## src/rtl/qdec_pkg.sv

```systemverilog
// Shared definitions for the encoder front end.
// Contents: FSM state enum, direction constants, and the Gray-code step
// lookup that classifies a {a,b} transition as CW, CCW, illegal or idle.
package qdec_pkg;

    typedef enum logic [1:0] {
        IDLE  = 2'd0,
        PULSE = 2'd1,
        GAP   = 2'd2
    } fsm_state_e;

    localparam logic DIR_CW  = 1'b1;
    localparam logic DIR_CCW = 1'b0;

    typedef struct packed {
        logic valid;
        logic dir;
        logic illegal;
    } qdec_step_t;

    // prev/cur are {a,b}. CW order is 00 -> 01 -> 11 -> 10 -> 00.
    function automatic qdec_step_t gray_step(input logic [1:0] prev, input logic [1:0] cur);
        qdec_step_t s;
        s = '0;
        case ({prev, cur})
            4'b0001, 4'b0111, 4'b1110, 4'b1000: begin
                s.valid = 1'b1;
                s.dir   = DIR_CW;
            end
            4'b0100, 4'b1101, 4'b1011, 4'b0010: begin
                s.valid = 1'b1;
                s.dir   = DIR_CCW;
            end
            4'b0011, 4'b1100, 4'b0110, 4'b1001: s.illegal = 1'b1;
            default: ;
        endcase
        return s;
    endfunction

endpackage

```

## src/rtl/deb_filter.sv

```systemverilog
// Two-flop synchroniser followed by a debounce filter.
// The filtered output follows the synchronised input only after it has
// disagreed with the current filtered value for DEB_CYCLES consecutive cycles.
// Raw edge to filtered edge latency is DEB_CYCLES + 2 cycles.
// Ports:
//   clk    - system clock, rising edge
//   rst_n  - asynchronous active-low reset
//   raw_i  - asynchronous raw input
//   filt_o - synchronised, debounced output
module deb_filter #(
    parameter int unsigned DEB_CYCLES = 16
) (
    input  logic clk,
    input  logic rst_n,
    input  logic raw_i,
    output logic filt_o
);
    localparam int unsigned CntW = $clog2(DEB_CYCLES + 1);
    localparam logic [CntW-1:0] CntLast = CntW'(DEB_CYCLES - 1);

    logic            sync1_q, sync2_q;
    logic            filt_q, filt_d;
    logic [CntW-1:0] cnt_q, cnt_d;

    always_comb begin
        filt_d = filt_q;
        cnt_d  = '0;
        if (sync2_q != filt_q) begin
            // The DEB_CYCLES-th disagreeing cycle commits the new value.
            if (cnt_q == CntLast) begin
                filt_d = sync2_q;
            end else begin
                cnt_d = cnt_q + 1'b1;
            end
        end
    end

    always_ff @(posedge clk or negedge rst_n) begin
        if (!rst_n) begin
            sync1_q <= 1'b0;
            sync2_q <= 1'b0;
            filt_q  <= 1'b0;
            cnt_q   <= '0;
        end else begin
            sync1_q <= raw_i;
            sync2_q <= sync1_q;
            filt_q  <= filt_d;
            cnt_q   <= cnt_d;
        end
    end

    assign filt_o = filt_q;

endmodule

```

## src/rtl/enc_frontend.sv

```systemverilog
// Rotary encoder and mode button front end for the cog block.
// Debounces A/B/btn, decodes Gray-code steps, and turns each step into a
// cnt pulse PULSE_LEN cycles wide followed by a one-cycle gap. Steps that
// arrive while busy are queued (same direction accumulates up to PEND_MAX,
// opposite direction cancels). A filtered btn rising edge toggles mode and
// flushes the queue; a pulse already in flight still completes.
// Optional feature macro: QDEC_ERR_EN adds err_cnt, a saturating count of
// illegal (both-bit) transitions.
// Ports:
//   clk, rst_n     - clock and asynchronous active-low reset
//   enc_a, enc_b   - raw quadrature inputs
//   btn            - raw mode push-button, active high
//   cnt            - step strobe, high PULSE_LEN cycles per step
//   dir            - step direction (1 = CW), stable over the pulse
//   mode           - mode toggle state
//   err_cnt        - illegal-transition count (QDEC_ERR_EN only)
module enc_frontend
    import qdec_pkg::*;
#(
    parameter int unsigned DEB_CYCLES = 16,
    parameter int unsigned PULSE_LEN  = 4,
    parameter int unsigned PEND_MAX   = 3
) (
    input  logic       clk,
    input  logic       rst_n,
    input  logic       enc_a,
    input  logic       enc_b,
    input  logic       btn,
    output logic       cnt,
    output logic       dir,
    output logic       mode
`ifdef QDEC_ERR_EN
    ,
    output logic [7:0] err_cnt
`endif
);
    localparam int unsigned TmrW  = (PULSE_LEN > 1) ? $clog2(PULSE_LEN) : 1;
    localparam int unsigned PendW = $clog2(PEND_MAX + 1);
    localparam logic [TmrW-1:0]  TmrLoad = TmrW'(PULSE_LEN - 1);
    localparam logic [PendW-1:0] PendSat = PendW'(PEND_MAX);

    logic filt_a, filt_b, filt_btn;

    deb_filter #(.DEB_CYCLES(DEB_CYCLES)) u_deb_a (
        .clk    (clk),
        .rst_n  (rst_n),
        .raw_i  (enc_a),
        .filt_o (filt_a)
    );

    deb_filter #(.DEB_CYCLES(DEB_CYCLES)) u_deb_b (
        .clk    (clk),
        .rst_n  (rst_n),
        .raw_i  (enc_b),
        .filt_o (filt_b)
    );

    deb_filter #(.DEB_CYCLES(DEB_CYCLES)) u_deb_btn (
        .clk    (clk),
        .rst_n  (rst_n),
        .raw_i  (btn),
        .filt_o (filt_btn)
    );

    fsm_state_e       state_q, state_d;
    logic [TmrW-1:0]  timer_q, timer_d;
    logic [PendW-1:0] pend_q, pend_d;
    logic             pend_dir_q, pend_dir_d;
    logic             dir_q, dir_d;
    logic             mode_q, mode_d;
    logic [1:0]       ab_prev_q;
    logic             btn_prev_q;

    qdec_step_t step;
    logic       toggle;

    assign step   = gray_step(ab_prev_q, {filt_a, filt_b});
    assign toggle = filt_btn & ~btn_prev_q;

    always_comb begin
        state_d    = state_q;
        timer_d    = timer_q;
        pend_d     = pend_q;
        pend_dir_d = pend_dir_q;
        dir_d      = dir_q;
        mode_d     = mode_q;

        if (toggle) begin
            mode_d = ~mode_q;
        end

        // Queue update happens before the GAP decision so a step landing in
        // GAP is seen by that same cycle's evaluation.
        if (state_q != IDLE && step.valid) begin
            if (pend_d == '0) begin
                pend_dir_d = step.dir;
                pend_d     = 1'b1;
            end else if (step.dir == pend_dir_d) begin
                if (pend_d != PendSat) begin
                    pend_d = pend_d + 1'b1;
                end
            end else begin
                pend_d = pend_d - 1'b1;
            end
        end
        if (toggle) begin
            pend_d = '0;
        end

        case (state_q)
            IDLE: begin
                if (step.valid) begin
                    dir_d   = step.dir;
                    timer_d = TmrLoad;
                    state_d = PULSE;
                end
            end
            PULSE: begin
                if (timer_q == '0) begin
                    state_d = GAP;
                end else begin
                    timer_d = timer_q - 1'b1;
                end
            end
            GAP: begin
                if (pend_d != '0) begin
                    pend_d  = pend_d - 1'b1;
                    dir_d   = pend_dir_d;
                    timer_d = TmrLoad;
                    state_d = PULSE;
                end else begin
                    state_d = IDLE;
                end
            end
            default: state_d = IDLE;
        endcase
    end

    always_ff @(posedge clk or negedge rst_n) begin
        if (!rst_n) begin
            state_q    <= IDLE;
            timer_q    <= '0;
            pend_q     <= '0;
            pend_dir_q <= 1'b0;
            dir_q      <= 1'b0;
            mode_q     <= 1'b0;
            ab_prev_q  <= 2'b00;
            btn_prev_q <= 1'b0;
        end else begin
            state_q    <= state_d;
            timer_q    <= timer_d;
            pend_q     <= pend_d;
            pend_dir_q <= pend_dir_d;
            dir_q      <= dir_d;
            mode_q     <= mode_d;
            ab_prev_q  <= {filt_a, filt_b};
            btn_prev_q <= filt_btn;
        end
    end

    // Decoded straight from the state flop, so reset removes it immediately.
    assign cnt  = (state_q == PULSE);
    assign dir  = dir_q;
    assign mode = mode_q;

`ifdef QDEC_ERR_EN
    logic [7:0] err_cnt_q, err_cnt_d;

    always_comb begin
        err_cnt_d = err_cnt_q;
        if (step.illegal && err_cnt_q != 8'hFF) begin
            err_cnt_d = err_cnt_q + 8'd1;
        end
    end

    always_ff @(posedge clk or negedge rst_n) begin
        if (!rst_n) begin
            err_cnt_q <= 8'd0;
        end else begin
            err_cnt_q <= err_cnt_d;
        end
    end

    assign err_cnt = err_cnt_q;
`else
    logic unused_illegal;
    assign unused_illegal = step.illegal;
`endif

endmodule

```

## config.mk

```make
export PLATFORM = sky130hd
export DESIGN_NAME = enc_frontend
export DESIGN_NICKNAME = d
export VERILOG_FILES = /design/src/rtl/qdec_pkg.sv /design/src/rtl/deb_filter.sv /design/src/rtl/enc_frontend.sv
export SDC_FILE = /design/constraint.sdc
export NUM_CORES = 1
export LEC_CHECK = 0
export CORE_MARGIN = 5
export CORE_UTILIZATION = 55
export DETAILED_ROUTE_END_ITERATION = 6
export DONT_BUFFER_PORTS = 1
export PLACE_DENSITY = 0.76
export SLEW_MARGIN = 20
export SYNTH_ARGS = -nofsm -noshare
export SYNTH_HDL_FRONTEND = slang
export SYNTH_SLANG_ARGS = --single-unit
```

## constraint.sdc

```tcl
create_clock -name clk -period 3.75 [get_ports clk]
set_input_delay 0.75 -clock clk [delete_from_list [all_inputs] [get_ports clk]]
set_output_delay 0.75 -clock clk [all_outputs]
set_load 0.01 [all_outputs]
```

==> results.cfg <==
[place]
preCtsSetupSlack_ps = 1500
place_congestion = 0.836
detailed_place_hpwl_mm = 1.75
io_buffers = 0

[sta]
rsz0062_at_grt = no
tightest_slew_ps = 481
finalHoldViolCount = 0
hold_slack_ps = 98.5
setup_tns_ps = 0
layout_min_cycle_time_ps = 2270
worst_slack_ps = 1480
finalCritPeriodShare_pct = 60.5
maxSlewViolCount = 0
max-slew-margin-rel_pct = 67.9
fmax_mhz = 441
skew_ps = 8.25
setup_viol = 0

[pwr]
intPower_w = 0.000636
ir_worst_vdd_uv = 375
p_leak_nw = 0.835
total_power_w = 0.000835
pwr-share-seq_pct = 52.1
powerDensity_nw_per_um2 = 482
power_frac_clock_pct = 35.9
p_sw_w = 0.000199
comb_power_share_pct = 11.9
switching_share_pct = 23.8

[critical_path]
crit_path_max_fanout = 8
reg2regPathDepth = 6
critPathCaptureType = flip-flop
cp.arrival_ps = 2500
required_ps = 3980
start_kind = flip-flop
path_class = reg2reg

[synthesis]
synth_area_um2 = 1610
synth-seq-area-share_pct = 56.0
synth_seq_cells = 36
postSynthCellCount = 140
ys_types = 32
syn_avg_cell_area_um2 = 11.5
syn-num-nets = 151
ys_warn_count = 0

[layout]
layout-drive-gt1-share_pct = 11.6
synthToLayoutAreaGrowth_pct = 7.86
utilization_pct = 62.3
fill_cells = 222
diodes = 0
nets = 156

[detailed_routing]
via_per_inst = 5.66
firstDrtPassIters = 4
dr.first_iter.drc_count = 48
route.detailed.drc = 0
routedWlPerCell_um = 13.5
vias = 1002
ant_nets = 0
wl_mm = 2.39

[cts]
post_cts_buffers = 0
path_clk_slew_ps = 110
clock_latency_ps = 330
cts_tree = yes
cts_resized = 0
ctsRootBufferMaster = clkbuf_4
cts_buffer_depth = 2
cts_num_sinks = 36
numCtsBuffers = 5
cts_hold_buf = 0
htree_levels = 2

[die]
row_count = 19
io_pins = 8
die_h_um = 64.1
core_um2 = 2780
die_x_um = 64.1
die_area_um2 = 4100
start_util_pct = 57.8

[global_routing]
antenna_found_initial = 0
grt_pass1_wl_mm = 4.50
grt.total_usage_pct = 13.8
grt_max_degree = 37
grt.overflow.total = 0
grt_pass1_vias = 1049

[outcome]
status = complete, no violations

[worst_hold_path]
hp-class = in2async

[run]
drv_cap = 0
[final timing paths]
path                            startpoint              end  slack [ps]
max in group asynchronous            rst_n  u_deb_b.sync2_q        3560
setup reg to reg            u_deb_b.filt_o              dir        1480
hold / removal                       rst_n       state_q[1]         100
hold reg to reg            u_deb_a.sync1_q  u_deb_a.sync2_q         360
setup / recovery            u_deb_b.filt_o              dir        1480
min in group clk           u_deb_a.sync1_q  u_deb_a.sync2_q         360
[cell families (layout without fill, tap and decap cells)]
| logic type | count (synthesis) | count (layout) | synth area share [%] |
|---|---|---|---|
| simple gates | 42 | 42 | 13.2 |
| flops | 36 | 36 | 56.0 |
| compound gates | 28 | 28 | 12.8 |
| xor+xnor | 13 | 13 | 7.55 |
| buf+inv | 10 | 16 | 2.33 |
| fa+ha+maj | 6 | 6 | 4.67 |
| mux | 5 | 5 | 3.42 |
[cell usage after synthesis]
| master | count | share of area [%] |
|---|---|---|
| a21boi_1 | 1 | 0.47 |
| a21oi_1 | 1 | 0.31 |
| a221oi_2 | 1 | 0.93 |
| a22o_1 | 1 | 0.54 |
| a22oi_1 | 1 | 0.47 |
| a311o_1 | 1 | 0.62 |
| a31oi_1 | 1 | 0.39 |
| and2_1 | 7 | 2.7 |
| and3_1 | 4 | 1.6 |
| and3b_4 | 1 | 0.78 |
| clkbuf_1 | 2 | 0.47 |
| dfrtp_1 | 36 | 56 |
| ha_1 | 6 | 4.7 |
| inv_1 | 8 | 1.9 |
| mux2_2 | 4 | 2.8 |
| mux2i_1 | 1 | 0.62 |
| nand2_1 | 6 | 1.4 |
| nand2b_1 | 1 | 0.39 |
| nand3_1 | 6 | 1.9 |
| nor2_1 | 16 | 3.7 |
| o211ai_1 | 2 | 0.93 |
| o21a_1 | 1 | 0.47 |
| o21ai_0 | 12 | 3.7 |
| o21ai_1 | 1 | 0.31 |
| o22ai_1 | 2 | 0.78 |
| o31ai_1 | 1 | 0.47 |
| o41a_1 | 1 | 0.70 |
| o41ai_4 | 1 | 1.7 |
| or3_4 | 1 | 0.70 |
| xnor2_1 | 2 | 1.1 |
| xor2_1 | 10 | 5.4 |
| xor2_2 | 1 | 1.0 |
[metrics by stage]
step	area (um^2)	std cells
after global placement	1640	169
final	1730	177
after floorplan	1610	140
after global routing	1730	177
after CTS	1730	177
after detailed placement	1640	169
[layer usage]
layer,wire length (um),track usage (%)
met5,0,0
met1,1060,16.1
met3,107,4.90
met2,1210,23.1
met4,23,5.45
[layout make-up]
cell class / instances / area, um^2 / area share, %
Clock buffer: 7 / 65.1 / 3.75
Clock inverter: 1 / 30.0 / 1.73
Inverter: 8 / 30.0 / 1.73
Multi-Input combinational cell: 94 / 669 / 38.6
Sequential cell: 36 / 901 / 51.9
Tap cell: 31 / 38.8 / 2.24
[critical path: stages (launching register included)]
cell,delay (ps)
dfrtp_1,440
xnor2_1,360
xor2_1,460
o211ai_1,170
o41a_1,180
and2_1,220
a311o_1,340
[placed cells by master (no fill, tap or decap), types with 2 or more instances in the layout]
master,count
and2_1,7
and3_1,4
clkbuf_4,5
clkbuf_8,2
dfrtp_1,36
ha_1,6
inv_1,8
mux2_2,4
nand2_1,6
nand3_1,6
nor2_1,16
o211ai_1,2
o21ai_0,12
o22ai_1,2
xnor2_1,2
xor2_1,10
[flip-flops by register name (all words and copies together) (netlist names)]
register,flops
dir,1
u_deb_a.sync2_q,1
pend_q,2
u_deb_b.sync2_q,1
u_deb_a.cnt_q,5
u_deb_btn.sync2_q,1
u_deb_b.sync1_q,1
ab_prev_q,2
state_q,2
u_deb_b.cnt_q,5
u_deb_btn.cnt_q,5
u_deb_b.filt_o,1
u_deb_btn.filt_o,1
pend_dir_q,1
u_deb_btn.sync1_q,1
mode,1
u_deb_a.sync1_q,1
u_deb_a.filt_o,1
timer_q,2
btn_prev_q,1
[power by group through the flow]
stage | sequential (W) | clock, W | combinational, W
2_1_floorplan | 0.000435 | 0 | 0.0000857
6_report | 0.000435 | 0.000300 | 0.0000996
4_1_cts | 0.000435 | 0.000308 | 0.000101
5_1_grt | 0.000440 | 0.000329 | 0.000117
3_3_place_gp | 0.000441 | 0 | 0.0000940
3_5_place_dp | 0.000443 | 0 | 0.0000993
No activity file was read; power rests on OpenSTA's default activity.
